## config.mk

```make
export PLATFORM = sky130hd
export DESIGN_NAME = somador_serial_ctrl_flat
export DESIGN_NICKNAME = d
export VERILOG_FILES = /design/src/rtl/somador_serial_ctrl_if.sv /design/src/rtl/somador_serial_ctrl.sv /design/src/flat_wrapper.sv
export SDC_FILE = /design/constraint.sdc
export NUM_CORES = 1
export LEC_CHECK = 0
export CORE_MARGIN = 1.5
export CORE_UTILIZATION = 29
export CTS_BUF_LIST = sky130_fd_sc_hd__clkbuf_16
export DETAILED_ROUTE_END_ITERATION = 6
export GPL_TIMING_DRIVEN = 0
export PLACE_DENSITY = 0.53
export SETUP_SLACK_MARGIN = 0.05
export SYNTH_ARGS = -nofsm -noshare
export SYNTH_HDL_FRONTEND = slang
export SYNTH_SLANG_ARGS = --single-unit
```

## constraint.sdc

```tcl
create_clock -name clk -period 2.95 [get_ports clk]
set_input_delay 0.59 -clock clk [delete_from_list [all_inputs] [get_ports clk]]
set_output_delay 0.59 -clock clk [all_outputs]
set_load 0.005 [all_outputs]
```

## src/rtl/somador_serial_ctrl_if.sv

```systemverilog
// Start/operand/result bundle between the operand source and the serial adder controller.
// The master drives the request and operands; the slave returns the registered result and status.
interface somador_serial_ctrl_if #(
    parameter int N = 4
);
    logic         inicio;
    logic [N-1:0] A;
    logic [N-1:0] B;
    logic         TE_in;
    logic [N-1:0] S;
    logic         TS;
    logic         ovf;
    logic         ocupado;
    logic         fim;

    modport master (
        output inicio, A, B, TE_in,
        input  S, TS, ovf, ocupado, fim
    );

    modport slave (
        input  inicio, A, B, TE_in,
        output S, TS, ovf, ocupado, fim
    );
endinterface

```

## src/rtl/somador_serial_ctrl.sv

```systemverilog
// Bit-serial adder: one full-adder cell walks the operands LSB first, one bit per clock.
// The result, carry-out and signed overflow are published only when the last bit completes.
module somador_1bit (
    input  logic x,
    input  logic y,
    input  logic te,
    output logic s,
    output logic ts
);
    assign s  = x ^ y ^ te;
    assign ts = (x & y) | (te & (x ^ y));
endmodule

module somador_serial_ctrl #(
    parameter int N = 4
) (
    input  logic                  clk,
    input  logic                  rst_n,
    somador_serial_ctrl_if.slave  bus
);
    localparam int CW = $clog2(N + 1);

    typedef enum logic [1:0] {
        OCIOSO = 2'd0,
        SOMA   = 2'd1,
        FIM    = 2'd2
    } state_t;

    state_t        state;
    state_t        state_nx;
    logic [N-1:0]  a_sh;
    logic [N-1:0]  b_sh;
    logic [N-1:0]  r_sh;
    logic [N-1:0]  r_nx;
    logic [N-1:0]  s_q;
    logic          carry;
    logic          ts_q;
    logic          ovf_q;
    logic [CW-1:0] cnt;
    logic          cell_s;
    logic          cell_ts;
    logic          last;
    logic          ocupado;
    logic          fim;

    somador_1bit u_cell (
        .x  (a_sh[0]),
        .y  (b_sh[0]),
        .te (carry),
        .s  (cell_s),
        .ts (cell_ts)
    );

    assign last = (cnt == CW'(N - 1));
    // Shift form works for N=1, where a concatenation with r_sh[N-1:1] would not.
    assign r_nx = (r_sh >> 1) | (N'(cell_s) << (N - 1));

    always_ff @(posedge clk or negedge rst_n) begin
        if (!rst_n) begin
            state <= OCIOSO;
        end else begin
            state <= state_nx;
        end
    end

    always_comb begin
        state_nx = state;
        case (state)
            OCIOSO:  if (bus.inicio) state_nx = SOMA;
            SOMA:    if (last) state_nx = FIM;
            FIM:     state_nx = OCIOSO;
            default: state_nx = OCIOSO;
        endcase
    end

    always_comb begin
        ocupado = 1'b0;
        fim     = 1'b0;
        case (state)
            SOMA:    ocupado = 1'b1;
            FIM: begin
                ocupado = 1'b1;
                fim     = 1'b1;
            end
            default: ;
        endcase
    end

    always_ff @(posedge clk or negedge rst_n) begin
        if (!rst_n) begin
            a_sh  <= '0;
            b_sh  <= '0;
            r_sh  <= '0;
            carry <= 1'b0;
            cnt   <= '0;
            s_q   <= '0;
            ts_q  <= 1'b0;
            ovf_q <= 1'b0;
        end else begin
            case (state)
                OCIOSO: begin
                    if (bus.inicio) begin
                        a_sh  <= bus.A;
                        b_sh  <= bus.B;
                        carry <= bus.TE_in;
                        cnt   <= '0;
                    end
                end
                SOMA: begin
                    a_sh  <= a_sh >> 1;
                    b_sh  <= b_sh >> 1;
                    r_sh  <= r_nx;
                    carry <= cell_ts;
                    cnt   <= cnt + CW'(1);
                    // carry still holds the carry into the MSB on the last edge
                    if (last) begin
                        s_q   <= r_nx;
                        ts_q  <= cell_ts;
                        ovf_q <= carry ^ cell_ts;
                    end
                end
                default: ;
            endcase
        end
    end

    assign bus.S       = s_q;
    assign bus.TS      = ts_q;
    assign bus.ovf     = ovf_q;
    assign bus.ocupado = ocupado;
    assign bus.fim     = fim;
endmodule

```

## src/flat_wrapper.sv

```systemverilog
// flat-port wrapper written by rule: the top's interface ports become plain ports
module somador_serial_ctrl_flat 
#(
    parameter int N = 4
)
  (clk, rst_n, bus_inicio, bus_A, bus_B, bus_TE_in, bus_S, bus_TS, bus_ovf, bus_ocupado, bus_fim);
  somador_serial_ctrl_if #(.N(N)) bus_i ();
  input  logic clk;
  input  logic rst_n;
  input wire logic [$bits(bus_i.inicio)-1:0] bus_inicio;
  input wire logic [$bits(bus_i.A)-1:0] bus_A;
  input wire logic [$bits(bus_i.B)-1:0] bus_B;
  input wire logic [$bits(bus_i.TE_in)-1:0] bus_TE_in;
  output wire logic [$bits(bus_i.S)-1:0] bus_S;
  output wire logic [$bits(bus_i.TS)-1:0] bus_TS;
  output wire logic [$bits(bus_i.ovf)-1:0] bus_ovf;
  output wire logic [$bits(bus_i.ocupado)-1:0] bus_ocupado;
  output wire logic [$bits(bus_i.fim)-1:0] bus_fim;
  assign bus_i.inicio = bus_inicio;
  assign bus_i.A = bus_A;
  assign bus_i.B = bus_B;
  assign bus_i.TE_in = bus_TE_in;
  assign bus_S = bus_i.S;
  assign bus_TS = bus_i.TS;
  assign bus_ovf = bus_i.ovf;
  assign bus_ocupado = bus_i.ocupado;
  assign bus_fim = bus_i.fim;
  somador_serial_ctrl #(.N(N)) u_core (.clk(clk), .rst_n(rst_n), .bus(bus_i));
endmodule
```

==> flow_summary.yaml <==
clock_network:
  ctsResizeCount: 0
  numClockSinks: 23
  cts_setup_buffers: 0
  clkLatencyLatePin_ns: 0.26
  tritoncts: "built"
  clkSlewWorstSetupHoldPaths_ns: 0.06
  root_buffer: "clkbuf_16"
  clockBufferDepth: 2
  cts_made_buffers: 3
  htreeDepth: 1
  hold_buffers: 0
yosys:
  synth_top_flop_cell: "dfrtp_1"
  synth_area_leader_cell: "dfrtp_1"
  synth_cell_types: 26
  synth.net_count: 115
  netlist_instances: 97
  synth.most_common_cell: "dfrtp_1"
  seq_area_frac_synth_pct: 50.44
  synth_top_area_share_pct: 50.44
  synth.cell_area_um2: 1141
  avgSynthCellArea_um2: 11.76
  ys_async_sr_fraction_pct: 100.0
  ys_seq_elements: 23
  yosysWarnings: 0
  synth_area_leaders: "dfrtp_1 (50%), mux2_2 (7.9%), ha_1 (5.5%)"
  synth_commonest_cells: "dfrtp_1 (23), mux2_2 (8), nand2_1 (8), nand3_1 (8)"
  synth_edf_count: 0
floorplan:
  die_x_um: 65.73
  ios: 20
  die-area_um2: 4320
  core-area_um2: 3716
  initial_core_util_pct: 30.71
  die_height_um: 65.73
  row_count: 22
drt:
  drtPass1Iterations: 4
  drt_iter0_drc: 22
  vias: 841
  ant_nets: 0
  routed_via_density: 5.006
  wl_per_cell_um: 14.21
  drc: 0
  drt_wl_total_um: 2388
worst_setup_path:
  ff2ff_setup_slack_ns: 1.41
  crit_path_max_fanout: 3
  path_cells: "inv_1 > ha_1 > clkdlybuf4s50_1"
  cp_slowest_cell: "clkdlybuf4s50_1"
  r2r_cells: 5
  cp.arrival_ns: 1.49
  r2r_end: "u_core.r_sh[2]"
  reg2reg_from: "u_core.state[1]"
  worstSetupPathType: "reg2out"
  cp-end-kind: "output pin"
  worst_path_largest_cell_delay_ns: 0.49
  startpoint_type: "flop"
  critPathRequiredTime_ns: 2.36
timing:
  tightest_slew_ns: 1.012
  rsz0062_at_grt: "no"
  hold_slack_ns: 0.4781
  setup-violations-final: 0
  hold_viol_final: 0
  fmax_ghz: 0.4815
  timing.final.crit_share_pct: 70.41
  fin_worst_skew_ns: 0.002001
  slew_headroom_pct: 32.30
  final_max_slew_viol_count: 0
  finalCriticalPeriod_ns: 2.077
  setup_tns_ns: 0
global_route:
  grt_max_degree: 24
  first_global_vias: 784
  top_usage_layer: "met2"
  track_usage_pct: 12.74
  overflow: 0
  grt.met3_usage_pct: 2.568
  met2_usage_pct: 18.81
  grt_antenna_before_repair: 0
  grtUsageMet1_pct: 17.98
  grt_pass1_wl_um: 4105
place:
  place_hpwl_um: 1712
  port_buffers: 19
  dp_cells: 164
  gp_congestion: 0.6915
layout:
  area_growth_pct: 28.95
  drive_gt1_share_pct: 18.33
  nets: 139
  instances_no_fill: 168
  diodes: 0
worst_hold_path:
  hold_class: "reg2reg"
  min_from: "u_core.bus.ovf"
  min_to: "u_core.bus.ovf"
  worstHoldPathCells: 2
power:
  finalPower_mw: 1.676
  power.internal_mw: 1.078
  pwr_density_cell_nw_per_um2: 1139
  vdd_drop_max_uv: 285.3
  switching_share_pct: 35.70
  pwr-share-seq_pct: 34.1
  clkPwrFrac_pct: 17.8
  p_sw_mw: 0.5983
  comb_power_share_pct: 48.1
  p_leak_nw: 0.6338
job:
  maxCapViolCount: 0
status:
  outcome: "completed"
## metal layers
layer,up-vias,part of all wire (%),routed length [µm]
met5,-,0,0
li1,396,-,-
met2,17,43,1016
met3,4,2.8,68
met4,0,1.7,40
met1,424,53,1264
## layout by cell type (no fill, tap or decap), drive strengths merged
cell | Yosys | layout
dfrtp | 23 | 23
clkdlybuf4s50 | 0 | 19
nand2 | 10 | 10
mux2 | 8 | 8
nand3 | 8 | 8
buf | 6 | 6
inv | 5 | 5
nand2b | 5 | 5
a32oi | 5 | 5
ha | 5 | 5
a21oi | 4 | 4
o21ai | 4 | 4
o22a | 3 | 3
o221a | 3 | 3
clkbuf | 0 | 3
a32o | 2 | 2
and2 | 1 | 1
nor2 | 1 | 1
nor2b | 1 | 1
o2bb2ai | 1 | 1
xnor2 | 1 | 1
fa | 1 | 1
clkinv | 0 | 1
## state kept, by name, indices dropped and copies added (netlist names)
name / cells
u_core.bus.S: 4
u_core.bus.ovf: 1
u_core.r_sh: 3
u_core.b_sh: 4
u_core.a_sh: 4
u_core.state: 2
u_core.cnt: 3
u_core.bus.TS: 1
u_core.carry: 1
## power groups by stage
stage / clock network (mW) / registers, mW / logic (mW)
2_1_floorplan: 0 / 0.556 / 0.555
3_3_place_gp: 0 / 0.571 / 0.796
3_5_place_dp: 0 / 0.578 / 0.811
4_1_cts: 0.300 / 0.572 / 0.819
5_1_grt: 0.315 / 0.592 / 0.904
6_report: 0.298 / 0.572 / 0.807
## how the worst max path moves through the flow
stage | start | to | cells past startpoint
floorplan | u_core.state[1] | u_core.r_sh[1] | 5
global placement | rst_n | u_core.bus.S[3] | 1
detailed placement | rst_n | u_core.state[1] | 1
CTS | u_core.state[0] | bus_ocupado | 3
global route | u_core.state[0] | bus_ocupado | 3
finish | u_core.state[0] | bus_ocupado | 3
## cell type report
cell class / instances / area (µm²)
fillers: 368 / 2245
well taps: 48 / 60.06
flip-flops and latches: 23 / 575.6
plain buffers: 6 / 51.30
clock inverters: 1 / 5.005
clock buffers: 3 / 75.07
repair buffers: 19 / 190.2
inverters: 5 / 18.77
multi-input cells: 63 / 495.5
## critical path: cells and delay by family (launching register included)
| family | cells | cell delay (ns) |
|---|---|---|
| buffers and inverters | 2 | 0.57 |
| flip-flops | 1 | 0.38 |
| adder cells (fa/ha/maj) | 1 | 0.28 |
## stage by stage
stage               setup slack [ns]  instance area (µm²)  utilization, %
floorplan                      1.582                 1141               -
global placement               1.053                 1391           37.44
detailed placement             1.064                 1391           37.44
CTS                           0.8762                 1471           39.60
global route                  0.8218                 1471           39.60
finish                        0.8730                 1471           39.60
## logic make-up after synthesis
logic type / count (synthesis) / share of synthesized area (%)
and+or+nand+nor: 26 / 12.06
DFF: 23 / 50.44
AOI/OAI and AO/OA: 22 / 15.46
muxes: 8 / 7.895
buffers and inverters: 11 / 6.141
xor gates and xnor gates: 1 / 0.7677
adders and majority gates: 6 / 7.237
Power figures use the tool's default switching activity.
==> edit 1: new RTL, same settings <==
`N` is set to 4 in 3 places; all go to 16.
--- a/src/rtl/somador_serial_ctrl_if.sv
+++ b/src/rtl/somador_serial_ctrl_if.sv
@@ -2,5 +2,5 @@
 // The master drives the request and operands; the slave returns the registered result and status.
 interface somador_serial_ctrl_if #(
-    parameter int N = 4
+    parameter int N = 16
 );
     logic         inicio;
--- a/src/rtl/somador_serial_ctrl.sv
+++ b/src/rtl/somador_serial_ctrl.sv
@@ -13,5 +13,5 @@
 
 module somador_serial_ctrl #(
-    parameter int N = 4
+    parameter int N = 16
 ) (
     input  logic                  clk,
--- a/src/flat_wrapper.sv
+++ b/src/flat_wrapper.sv
@@ -2,5 +2,5 @@
 module somador_serial_ctrl_flat 
 #(
-    parameter int N = 4
+    parameter int N = 16
 )
   (clk, rst_n, bus_inicio, bus_A, bus_B, bus_TE_in, bus_S, bus_TS, bus_ovf, bus_ocupado, bus_fim);
Ports: changed (resized bus_A, bus_B and bus_S); port bits go from 20 to 56. The function was not compared with the original's and may differ.
==> edit 1 against the unedited design <==
Synthesized area rose to 2.8 times the old value; power rose by 130%; die area rose to 2.7 times the old value; sequential cell count is 50 higher; via count rose by 150%; worst setup slack worse by 72 ps; routed wire length grew to 2.6 times the old value; register-to-register slack worse by 420 ps; cell area grew to 2.8 times the old value; fmax shrank 3.3%.
==> edit 1: results (changes against the unedited design) <==
* Clk Latency, worst-skew pair at 330 ps (+70 ps)
* GPL Wtd Cong at 0.772 (+12%)
* Antenna violations before repair at 0 (unchanged)
* FFs w/ async S/R, synth at 1.00 (unchanged)
* First-pass GRT wire length at 10200 um (+150%)
* First-pass detailed-route iteration total at 4 (unchanged)
* Initial DRC count at 85 (+290%)
* Area growth, synth to finish at 31.6%
* Switch Pwr at 1.25 mW (+110%)
* Routed WL per cell at 13.4 um (-5.9%)
* Post-CTS Resized at 0 (unchanged)
* Complex-gate fraction of the synthesized area at 0.0745 (-0.0801)
* Outcome: finished, final reports clean
* Combinational logic power at 1.30 mW (+61%)
* Top cells by area, synth: dfrtp_1, mux2_2, mux2i_1, nand2_1, o21ai_0
* H-tree Lvls at 3 (+2)
* Vias per cell at 4.49 (-10%)
* Ant. Diodes at 0 (unchanged)
* Maximum VDD drop at 0.339 mV (+19%)
* Post-synth top flop: dfrtp_1
* Hold Path Class: primary input to async pin
* Pwr dens at 926 mW/mm^2 (-19%)
* Post-synth top cells: dfrtp_1, nand2_1, mux2_2
* Rel. slew slack at 0.744 (+0.421)
* Post-synthesis mux area share at 0.221 (+0.142)
* Clk buf depth at 2 (unchanged)
* Setup bufs post-CTS at 0 (unchanged)
* DP Area at 0.00389 mm^2 (+180%)
* Worst EP arrival at 1560 ps (+70 ps)
* Number of buffers created by CTS at 9 (+6)
* CP Max Fanout at 3 (unchanged)
* Layout cells sized above 1 at 0.175 (-0.00849)
* Setup Skew at 3.74 ps (+1.74 ps)
* Clk slew on worst S/H paths at 50 ps
* Number of global-route vias before repair at 2064 (+160%)
* P_seq at 1.61 mW (+180%)
* Dpl hpwl at 4370 um (+160%)
* Total grt overflow at 0 (unchanged)
* Adder-cell share of the synthesized area at 0.0263 (-0.0461)
* Placement Setup Slack at 862 ps (-202 ps)
* Largest net degree at the start of global routing at 49 (+100%)
* GRT Total Usage at 0.117 (-0.0103)
* Syn. warnings at 0 (unchanged)
* Synth Area in XOR/XNOR at 0.00279 (-0.00489)
* Syn nets at 297 (+160%)
* CTS Root Cell: clkbuf_16
* Synth cell types at 26 (unchanged)
* I/O Buffers at 55 (+36)
* Post-synthesis sequential area ratio at 0.582 (+0.0773)
* Net count, final at 364 (+160%)
* Leak at 1.90 nW (+200%)
[edit 1: layer usage]
layer	global-route usage	vias to the layer above	wire length [um]
li1	-	1014	-
met1	0.151	1000	2960
met2	0.177	51	2780
met3	0.0383	10	324
met4	0.0543	0	120
met5	0	-	0
[edit 1: kinds of logic (layout without fill, tap and decap cells)]
| family | count (synthesis) | in the layout |
|---|---|---|
| and+or+nand+nor | 48 | 48 |
| AOI/OAI and AO/OA | 44 | 44 |
| adders and majority gates | 6 | 6 |
| buffers and inverters | 19 | 90 |
| xor gates and xnor gates | 1 | 1 |
| DFF | 73 | 73 |
| muxes | 64 | 64 |
[edit 1: path summary, 6_finish.rpt]
kind,startpoint,to,slack (ps),depth (start not counted)
max,u_core.state[1],bus_ocupado,800,3
max reg2reg,u_core.cnt[0],u_core.bus.S[7],990,6
min reg2reg,u_core.a_sh[4],u_core.a_sh[4],480,2
min in group clk,u_core.a_sh[4],u_core.a_sh[4],480,2
min,rst_n,u_core.bus.S[14],170,1
max in group asynchronous,rst_n,u_core.b_sh[14],2220,2
[edit 1: through the flow]
step,instances,utilization
floorplan,255,-
global placement,446,0.371
detailed placement,447,0.373
CTS,462,0.397
global route,462,0.397
finish,462,0.397
[edit 1: layout make-up]
class                           instances  area [um^2]
Buffer                                 14         72.6
Clock buffer                            9          225
Sequential cell                        73         1830
Inverter                                5         18.8
Clock inverter                          6         22.5
Multi-Input combinational cell        163         1220
Timing Repair Buffer                   56          576
Fill cell                            1028         6280
Tap cell                              136          170
[edit 1: critical path, stage by stage (launching register included)]
cell,delay [ps]
dfrtp_1,390
inv_1,80
ha_1,280
clkdlybuf4s50_1,490
==> edit 2: new RTL, config.mk and constraints unchanged <==
Without the edit above. Make the reset (`rst_n`) synchronous in 2 clocked blocks.
--- a/src/rtl/somador_serial_ctrl.sv
+++ b/src/rtl/somador_serial_ctrl.sv
@@ -56,5 +56,5 @@
     assign r_nx = (r_sh >> 1) | (N'(cell_s) << (N - 1));
 
-    always_ff @(posedge clk or negedge rst_n) begin
+    always_ff @(posedge clk) begin
         if (!rst_n) begin
             state <= OCIOSO;
@@ -87,5 +87,5 @@
     end
 
-    always_ff @(posedge clk or negedge rst_n) begin
+    always_ff @(posedge clk) begin
         if (!rst_n) begin
             a_sh  <= '0;
Check against the original RTL: differs if rst_n is asserted again (counterexample within 4 cycles, from zero or initial values and one cycle with rst_n low); with rst_n held inactive, the same outputs for 10 cycles.
==> edit 2 against the unedited design <==
Critical path depth stayed put; sequential cell count stayed put; clock skew is 0.61 ps lower; cell area fell by 4.8%; routed wire length down 14%; synthesized area is 6.0% lower; worst setup slack better by 44 ps; sequential share of layout area is 6.2 points lower.
Power is not compared: it rests on default switching activity, and its combinational part moved more than twofold at a synthesized area within 25%.
==> edit 2: results (changes against the unedited design) <==
* GRT Total Usage at 0.115 (-0.0128)
* Post-synth top flop: dfxtp_1
* Post-synth top cells: dfxtp_1, nand2_1, mux2i_1
* Layout cells sized above 1 at 0.0677 (-0.116)
* M1 GR Usage at 0.130 (-0.0494)
* Worst EP arrival at 1440 ps (-50 ps)
* Initial DRC count at 13 (-41%)
* Largest net degree at the start of global routing at 14 (-42%)
* R2R Path End: u_core.b_sh[1]
* Total Power at 0.753 mW
* Post-synthesis sequential area ratio at 0.429 (-0.0750)
* Vias per cell at 4.51 (-9.9%)
* GPL Wtd Cong at 0.728 (+5.2%)
* Met3 Routed Length at 70 um (+2.9%)
* Setup Skew at 1.39 ps (-0.614 ps)
* Outcome: finished, final reports clean
* WL met1 at 990 um (-22%)
* Syn nets at 128 (+11%)
* Finished Layout Cells at 179 (+6.5%)
* Worst Max-Slew Pin Slew at 448 ps (-565 ps)
* Worst r2r src: u_core.state[0]
* Final worst slack at 917 ps (+43.8 ps)
* Number of global-route vias before repair at 829 (+5.7%)
* Crit. Startpoint: u_core.state[1]
* Net count, final at 152 (+9.4%)
* Fin Hold WS at 453 ps (-25.6 ps)
* Hold EP: u_core.bus.TS
edit 2: cell types whose count changed after synthesis, sizes merged, moves of 4 or more:
cell    before  now
dfxtp        0   23
dfrtp       23    0
nor2b        1    6
mux2i        0   11
o211a        0    7
mux2         8    1
nand2       10   16
nand2b       5    1
a32oi        5    1
a21boi       0    8
edit 2: layout make-up:
type                       count  area, um^2
fill                         345        2040
multi-input combinational     77         561
clock buffer                   3        75.1
inverter                       4        15.0
timing repair buffer          19         190
tap                           46        57.6
sequential                    23         460
clock inverter                 1        5.00
buffer                         6        36.3
edit 2: kinds of logic (layout without fill, tap and decap cells):
| logic type | count (synthesis) | in the layout | share of synthesized area |
|---|---|---|---|
| compound gates | 23 | 23 | 0.166 |
| flops | 23 | 23 | 0.429 |
| fa+ha+maj | 6 | 6 | 0.0770 |
| simple gates | 35 | 35 | 0.155 |
| buf+inv | 10 | 33 | 0.0478 |
| xor+xnor | 1 | 1 | 0.00817 |
| mux | 12 | 12 | 0.117 |
